--- src/rtl/fifo_wr_ctrl.sv ---
// Write-side pointer and flag controller for an asynchronous FIFO.
// Keeps the binary/Gray write pointer and synchronizes the read pointer into wCLK.
module fifo_wr_ctrl #(
  parameter int ADDR_WIDTH = 3,
  parameter int AF_MARGIN  = 2
) (
  input  logic                  wCLK,
  input  logic                  wRST,
  input  logic                  w_INC,
  input  logic [ADDR_WIDTH:0]   r_GPTR,
  input  logic                  w_OVF_CLR,
  output logic [ADDR_WIDTH-1:0] w_ADDR,
  output logic [ADDR_WIDTH:0]   w_GPTR,
  output logic                  w_FULL,
  output logic                  w_ALMOST_FULL,
  output logic [ADDR_WIDTH:0]   w_LEVEL,
  output logic                  w_OVF
);

  localparam int DEPTH = 1 << ADDR_WIDTH;
  localparam logic [ADDR_WIDTH:0] AF_THRESH = (ADDR_WIDTH+1)'(DEPTH - AF_MARGIN);

  logic [ADDR_WIDTH:0] wbin;
  logic [ADDR_WIDTH:0] wbin_next;
  logic [ADDR_WIDTH:0] wgray_next;
  logic [ADDR_WIDTH:0] rq1;
  logic [ADDR_WIDTH:0] rq2;
  logic [ADDR_WIDTH:0] rbin;
  logic [ADDR_WIDTH:0] full_pattern;
  logic                accept;
  logic                full_next;

  always_comb begin
    accept       = w_INC && !w_FULL;
    wbin_next    = wbin + {{ADDR_WIDTH{1'b0}}, accept};
    wgray_next   = (wbin_next >> 1) ^ wbin_next;
    // Full when the write pointer has lapped the read pointer: top two Gray bits inverted.
    full_pattern = {~rq2[ADDR_WIDTH:ADDR_WIDTH-1], rq2[ADDR_WIDTH-2:0]};
    full_next    = (wgray_next == full_pattern);
    rbin         = '0;
    for (int i = 0; i <= ADDR_WIDTH; i++) begin
      rbin[i] = ^(rq2 >> i);
    end
  end

  always_ff @(posedge wCLK or negedge wRST) begin
    if (!wRST) begin
      wbin   <= '0;
      w_GPTR <= '0;
      w_FULL <= 1'b0;
    end else begin
      wbin   <= wbin_next;
      w_GPTR <= wgray_next;
      w_FULL <= full_next;
    end
  end

  always_ff @(posedge wCLK or negedge wRST) begin
    if (!wRST) begin
      rq1 <= '0;
      rq2 <= '0;
    end else begin
      rq1 <= r_GPTR;
      rq2 <= rq1;
    end
  end

  // Sticky overflow: a rejected write always wins over a clear in the same cycle.
  always_ff @(posedge wCLK or negedge wRST) begin
    if (!wRST) begin
      w_OVF <= 1'b0;
    end else if (w_INC && w_FULL) begin
      w_OVF <= 1'b1;
    end else if (w_OVF_CLR) begin
      w_OVF <= 1'b0;
    end
  end

  assign w_ADDR        = wbin[ADDR_WIDTH-1:0];
  assign w_LEVEL       = wbin - rbin;
  assign w_ALMOST_FULL = (w_LEVEL >= AF_THRESH);

endmodule

--- config.mk ---
export PLATFORM = sky130hd
export DESIGN_NAME = fifo_wr_ctrl
export DESIGN_NICKNAME = d
export VERILOG_FILES = /design/src/rtl/fifo_wr_ctrl.sv
export SDC_FILE = /design/constraint.sdc
export NUM_CORES = 1
export LEC_CHECK = 0
export ABC_CLOCK_PERIOD_IN_PS = 5400
export CAP_MARGIN = 20
export CORE_MARGIN = 8
export CORE_UTILIZATION = 40
export CTS_CLUSTER_DIAMETER = 80
export DETAILED_ROUTE_END_ITERATION = 7
export DONT_BUFFER_PORTS = 1
export HOLD_SLACK_MARGIN = 0.06
export PLACE_DENSITY = 0.66
export SLEW_MARGIN = 20
export SYNTH_ARGS = -nofsm -noshare
export SYNTH_HDL_FRONTEND = slang
export SYNTH_SLANG_ARGS = --single-unit
--- constraint.sdc ---
create_clock -name wCLK -period 5.4 [get_ports wCLK]
set_input_delay 1.08 -clock wCLK [delete_from_list [all_inputs] [get_ports wCLK]]
set_output_delay 1.08 -clock wCLK [all_outputs]
set_load 0.01 [all_outputs]
==> results of run 1 <==
[synthesized netlist by cell type, types with 2 or more instances]
library cell,number
dfrtp_1,17
xor2_1,8
inv_1,6
xnor2_1,6
ha_1,4
nand3_1,4
nor2b_1,3
o21ai_0,3
and2_1,2
[where the power goes]
part           internal [W]   total, W  switching (W)  leakage, nW
sequential         0.000167   0.000228      0.0000607        0.202
combinational      0.000122   0.000266       0.000144        0.169
clock             0.0000286  0.0000612      0.0000326       0.0150
total              0.000318   0.000555       0.000237        0.386
[kinds of logic after synthesis]
logic type / share of synthesized area (%)
XOR/XNOR: 14.5
flip-flops: 50.3
AO/OA/AOI/OAI: 8.43
AND/OR/NAND/NOR: 13.9
buffers and inverters: 4.58
adder cells (fa/ha/maj): 8.28
[layout make-up]
class | count | area (um^2)
inverters | 6 | 22.5
fillers | 176 | 1090
flip-flops and latches | 17 | 425
well taps | 27 | 33.8
multi-input cells | 47 | 382
clock buffers | 4 | 26.3
[stage by stage]
| stage | power, W | hold slack (ns) | setup WS, ns | util (%) |
|---|---|---|---|---|
| floorplan | 0.000463 | 0.331 | 1.81 | - |
| global placement | 0.000500 | 0.332 | 1.67 | 43.6 |
| detailed placement | 0.000506 | 0.336 | 1.63 | 43.6 |
| CTS | 0.000574 | 0.358 | 1.29 | 44.9 |
| global route | 0.000615 | 0.369 | 1.16 | 44.9 |
| finish | 0.000555 | 0.353 | 1.38 | 44.9 |
[routing by layer]
metal / part of all wire, % / vias to the layer above / track usage, %
li1: - / 248 / -
met1: 40 / 245 / 8.87
met2: 52 / 11 / 13.7
met3: 6.7 / 2 / 1.85
met4: 0.92 / 0 / 5.84
met5: 0 / - / 0
[state kept, by name (all words and copies together) (netlist names)]
register and cells:
w_FULL 1, rq1 4, wbin 3, w_GPTR 4, rq2 4, w_OVF 1
[critical path, stage by stage (launching register included)]
cell and delay, ns:
dfrtp_1 0.48, xor2_1 0.21, xnor2_1 0.35, xnor2_1 0.17
ha_1 0.18, inv_1 0.05, fa_1 0.37, xor2_1 0.16
xnor2_1 0.20, and2_1 0.19, a311o_1 0.32
[worst max-delay path by stage]
stage	startpoint	to	slack [ns]	depth (start not counted)
global placement	rq2[2]$_DFF_PN0_	w_ALMOST_FULL	1.67	10
finish	rq2[2]$_DFF_PN0_	w_ALMOST_FULL	1.38	10
floorplan	rq2[2]$_DFF_PN0_	w_ALMOST_FULL	1.81	11
detailed placement	rq2[2]$_DFF_PN0_	w_ALMOST_FULL	1.63	10
global route	rq2[2]$_DFF_PN0_	w_ALMOST_FULL	1.16	10
CTS	rq2[2]$_DFF_PN0_	w_ALMOST_FULL	1.29	10
==> metrics, run 1 <==
status=finished, final reports clean; EDFF count, synth=0; Synth area leader=dfrtp_1; library cells used by synthesis=28; GP Congestion=0.696; worst hold endpoint=rq2[3]$_DFF_PN0_; most frequent cells in the layout=17 x dfrtp_1, 8 x xor2_1, 6 x inv_1, 6 x xnor2_1; area share of the largest cell type after synthesis=50.3%; worst hold start=rq1[3]$_DFF_PN0_; critical path peak fanout=7; antenna violations before repair=0; leakage=0.386 nW; Pwr Density=624 nW/um^2; hold_buf cts=0; Layout Area Growth over Synthesis=5.18%; DR vias=506; # IOs=22; TritonRoute pass-1 iters=3; clock slew at reported path FFs=0.08 ns; Port Buffers=0; final cell count without fillers=101; Max IR drop VDD=0.000251 V; Cell Area, Synth=846 um^2; max-cap violation count=0; classification of the worst setup path=register to output pin; vias in the first global route=555; RR Endpoint=w_FULL$_DFF_PN0_; yosys warns=0; Slew headroom=66.1%; Post CTS Setup Buffer Count=0; Antenna Cells=0; reg2reg path depth=7; remaining global-route overflow=0; WL per Instance=12.9 um; largest net degree at the start of global routing=18; cts repair resizes=0; Worst Max-Slew Pin Slew=0.507 ns; worst r2r src=w_FULL$_DFF_PN0_; initial core utilization=42.7%; DP HPWL=1080 um; gr usage total=8.18%; clock latency on the worst-skew pair=0.27 ns; # clock sinks=17; post-route antenna net violation count=0; DRT iter0 DRCs=8; asr flop ratio synth=100%; Die Ht=62.0 um; Cell Area, Placed=863 um^2; Worst Hold Depth=0; DIE WIDTH=62.0 um; Clock Skew=0.000922 ns; TritonCTS clock tree=yes; DRC errors left=0; clock tree root buffer cell=clkbuf_4; setup slack, reg-to-reg=3.12 ns; first-pass GRT wire length=2320 um; # rows=16; Setup crit start kind=register; fin nets=88; Seq/Total Area, Yosys=50.3%; placed insts=97; Fin Setup TNS=0 ns; Synth Instances=72; unrepaired setup endpoints after global routing=no; Die Footprint=3840 um^2; most common cell after layout, fill and taps aside=dfrtp_1; clock buffer depth=2; top cells by area, synth=dfrtp_1 50%, xor2_1 8.3%, xnor2_1 6.2%, ha_1 5.9%, inv_1 2.7%; Final setup viols=0; Main synth FF type=dfrtp_1; cell area after layout=890 um^2; # H-tree levels=1; CP arrival=2.94 ns; Period minus WS final=4.02 ns; CP Capture Type=output pin; drt via density=5.01; share of layout cells above drive strength 1=8.11%; Worst EP required=4.32 ns; register bit count reported by yosys=17; CTS Buf Count=3; Max Clock Freq=249 MHz; Hold Crit Class=register to register; Fin. Hold Viols=0; CORE AREA=1980 um^2; fin crit share=74.5%; DRT Wirelength=1310 um; fin. max-slew vios=0; syn nets=85; synthesized area per cell=11.7 um^2
Power figures use the tool's default switching activity.
==> run 2: changes to the inputs <==
--- a/config.mk
+++ b/config.mk
@@ -5,7 +5,7 @@
 export SDC_FILE = /design/constraint.sdc
 export NUM_CORES = 1
 export LEC_CHECK = 0
-export ABC_CLOCK_PERIOD_IN_PS = 5400
+export ABC_CLOCK_PERIOD_IN_PS = 4100
 export CAP_MARGIN = 20
 export CORE_MARGIN = 8
 export CORE_UTILIZATION = 40
==> constraint.sdc (replaced) <==
create_clock -name wCLK -period 4.1 [get_ports wCLK]
set_input_delay 0.82 -clock wCLK [delete_from_list [all_inputs] [get_ports wCLK]]
set_output_delay 0.82 -clock wCLK [all_outputs]
set_load 0.01 [all_outputs]
==> run 2 against run 1 <==
Net effect:
- clock skew up 0.0015 ns
- first-iteration DRC count up 13%
- final cell count did not move
- die area is the same
- core utilization did not move
- critical path depth stayed put
- largest cell class unchanged
==> metrics, run 2 (same netlist as run 1, synthesis figures left out) <==
final cell count without fillers=101; Worst EP required=3.28 ns; most frequent cells in the layout=17 x dfrtp_1, 8 x xor2_1, 6 x inv_1, 6 x xnor2_1; Post CTS Setup Buffer Count=0; vias in the first global route=536; leakage=0.386 nW; Max IR drop VDD=0.000374 V; Antenna Cells=0; first-pass GRT wire length=2260 um; status=finished, final reports clean; # H-tree levels=1; clock tree root buffer cell=clkbuf_4; gr usage total=8.02%; share of layout cells above drive strength 1=8.11%; Setup crit start kind=register; DRT Wirelength=1370 um; Worst Max-Slew Pin Slew=0.521 ns; clock slew at reported path FFs=0.08 ns; # IOs=22; Cell Area, Placed=863 um^2; TritonRoute pass-1 iters=4; # clock sinks=17; Logic pwr share=47.9%; Int Pwr=0.000419 W; Net Sw Power=0.000317 W; cts repair resizes=0; Final setup viols=0; busiest layer in global routing=met2; Clock Skew=0.00244 ns; WL per Instance=13.6 um; DRT iter0 DRCs=9; Slew headroom=65.1%; clock latency on the worst-skew pair=0.28 ns; initial core utilization=42.7%; Max Clock Freq=266 MHz; Layout Area Growth over Synthesis=5.18%; most common cell after layout, fill and taps aside=dfrtp_1; # rows=16; unrepaired setup endpoints after global routing=no; DIE WIDTH=62.0 um; Port Buffers=0; largest net degree at the start of global routing=18; hold_buf cts=0; reg2reg path depth=7; GR Util met2=12.5%; met3 Usage GRT=1.85%; Sw Ratio=43.1%; GP Congestion=0.696; Hold Crit Class=input pin to async pin; fin crit share=91.7%; TritonCTS clock tree=yes; CORE AREA=1980 um^2; remaining global-route overflow=0; Fin Setup TNS=0 ns; post-route antenna net violation count=0; DP HPWL=1080 um; area of the multi-input gates=382 um^2; CP arrival=2.94 ns; area occupied by registers=425 um^2; max-cap violation count=0; classification of the worst setup path=register to output pin; Sequential Power Share=41.0%; CTS Buf Count=3; CP Capture Type=output pin; Period minus WS final=3.76 ns; Fin. Hold Viols=0; Pwr Total=0.000737 W; antenna violations before repair=0; Die Footprint=3840 um^2; filler cell count=185; DRC errors left=0; Die Ht=62.0 um; Pwr Density=828 nW/um^2; clock buffer depth=2; fin. max-slew vios=0; DR vias=505; Clk pwr share=11.1%; drt via density=5.00; GRT met1 Usage=9.38%; fin nets=88; critical path peak fanout=7; biggest regs=rq1 x4, rq2 x4, w_GPTR x4; placed insts=97; cell area after layout=890 um^2
-- run 2: cell counts in the layout (fill, tap and decap cells not counted) --
No cell type changed its count.
-- run 2: critical path, stage by stage (launching register included) --
cell and delay, ns:
dfrtp_1 0.47, xor2_1 0.21, xnor2_1 0.35, xnor2_1 0.17, ha_1 0.18, inv_1 0.05
fa_1 0.37, xor2_1 0.16, xnor2_1 0.20, and2_1 0.19, a311o_1 0.31
-- run 2: path summary, 6_finish.rpt --
| path | startpoint | to | slack (ns) |
|---|---|---|---|
| max | rq2[2]$_DFF_PN0_ | w_ALMOST_FULL | 0.34 |
| min | wRST | rq1[1]$_DFF_PN0_ | 0.23 |
| max reg2reg | w_FULL$_DFF_PN0_ | w_FULL$_DFF_PN0_ | 1.81 |
| min reg2reg | rq1[2]$_DFF_PN0_ | rq2[2]$_DFF_PN0_ | 0.35 |
| max in group asynchronous | wRST | rq2[0]$_DFF_PN0_ | 3.80 |
| min in group wCLK | rq1[2]$_DFF_PN0_ | rq2[2]$_DFF_PN0_ | 0.35 |
-- run 2: power by group through the flow --
| stage | logic (W) | clock network (W) | registers (W) |
|---|---|---|---|
| floorplan | 0.000329 | 0 | 0.000281 |
| global placement | 0.000351 | 0 | 0.000309 |
| detailed placement | 0.000355 | 0 | 0.000309 |
| CTS | 0.000360 | 0.0000886 | 0.000306 |
| global route | 0.000397 | 0.0000958 | 0.000315 |
| finish | 0.000353 | 0.0000815 | 0.000302 |
-- run 2: final cells by class --
type / count / area share, %
clock buffers: 4 / 2.95
inverters: 6 / 2.53
multi-input cells: 47 / 42.9
flip-flops and latches: 17 / 47.8
well taps: 27 / 3.80
-- run 2: through the flow --
| step | hold slack, ns | utilization, % | setup WS [ns] |
|---|---|---|---|
| 2_1_floorplan | 0.331 | - | 0.774 |
| 3_3_place_gp | 0.332 | 43.6 | 0.632 |
| 3_5_place_dp | 0.338 | 43.6 | 0.593 |
| 4_1_cts | 0.207 | 44.9 | 0.265 |
| 5_1_grt | 0.197 | 44.9 | 0.131 |
| 6_report | 0.227 | 44.9 | 0.340 |
-- run 2: layer usage --
metal	vias to the layer above	share of wire (%)	routed length (um)
met5	-	0	0
met4	0	1.1	15
met3	2	6.9	95
met2	11	50	691
met1	244	41	567
li1	248	-	-
==> run 3: changes to the inputs <==
--- a/config.mk
+++ b/config.mk
@@ -5,7 +5,6 @@
 export SDC_FILE = /design/constraint.sdc
 export NUM_CORES = 1
 export LEC_CHECK = 0
-export ABC_CLOCK_PERIOD_IN_PS = 4100
 export CAP_MARGIN = 20
 export CORE_MARGIN = 8
 export CORE_UTILIZATION = 40
==> constraint.sdc (replaced) <==
create_clock -name wCLK -period 4.17 [get_ports wCLK]
set_input_delay 0.834 -clock wCLK [delete_from_list [all_inputs] [get_ports wCLK]]
set_output_delay 0.834 -clock wCLK [all_outputs]
set_load 0.01 [all_outputs]
==> results of run 3 <==
The final DEF is identical to that of run 2. Status: finished, final reports clean.
Among the figures that moved: setup slack after placement 0.593 ns -> 0.649 ns; setup slack after layout 0.340 ns -> 0.396 ns; hold slack 0.227 ns -> 0.241 ns; register-to-register setup slack 1.81 ns -> 1.88 ns; total power 0.000737 W -> 0.000724 W; worst IR drop on VDD 0.000374 V -> 0.000368 V
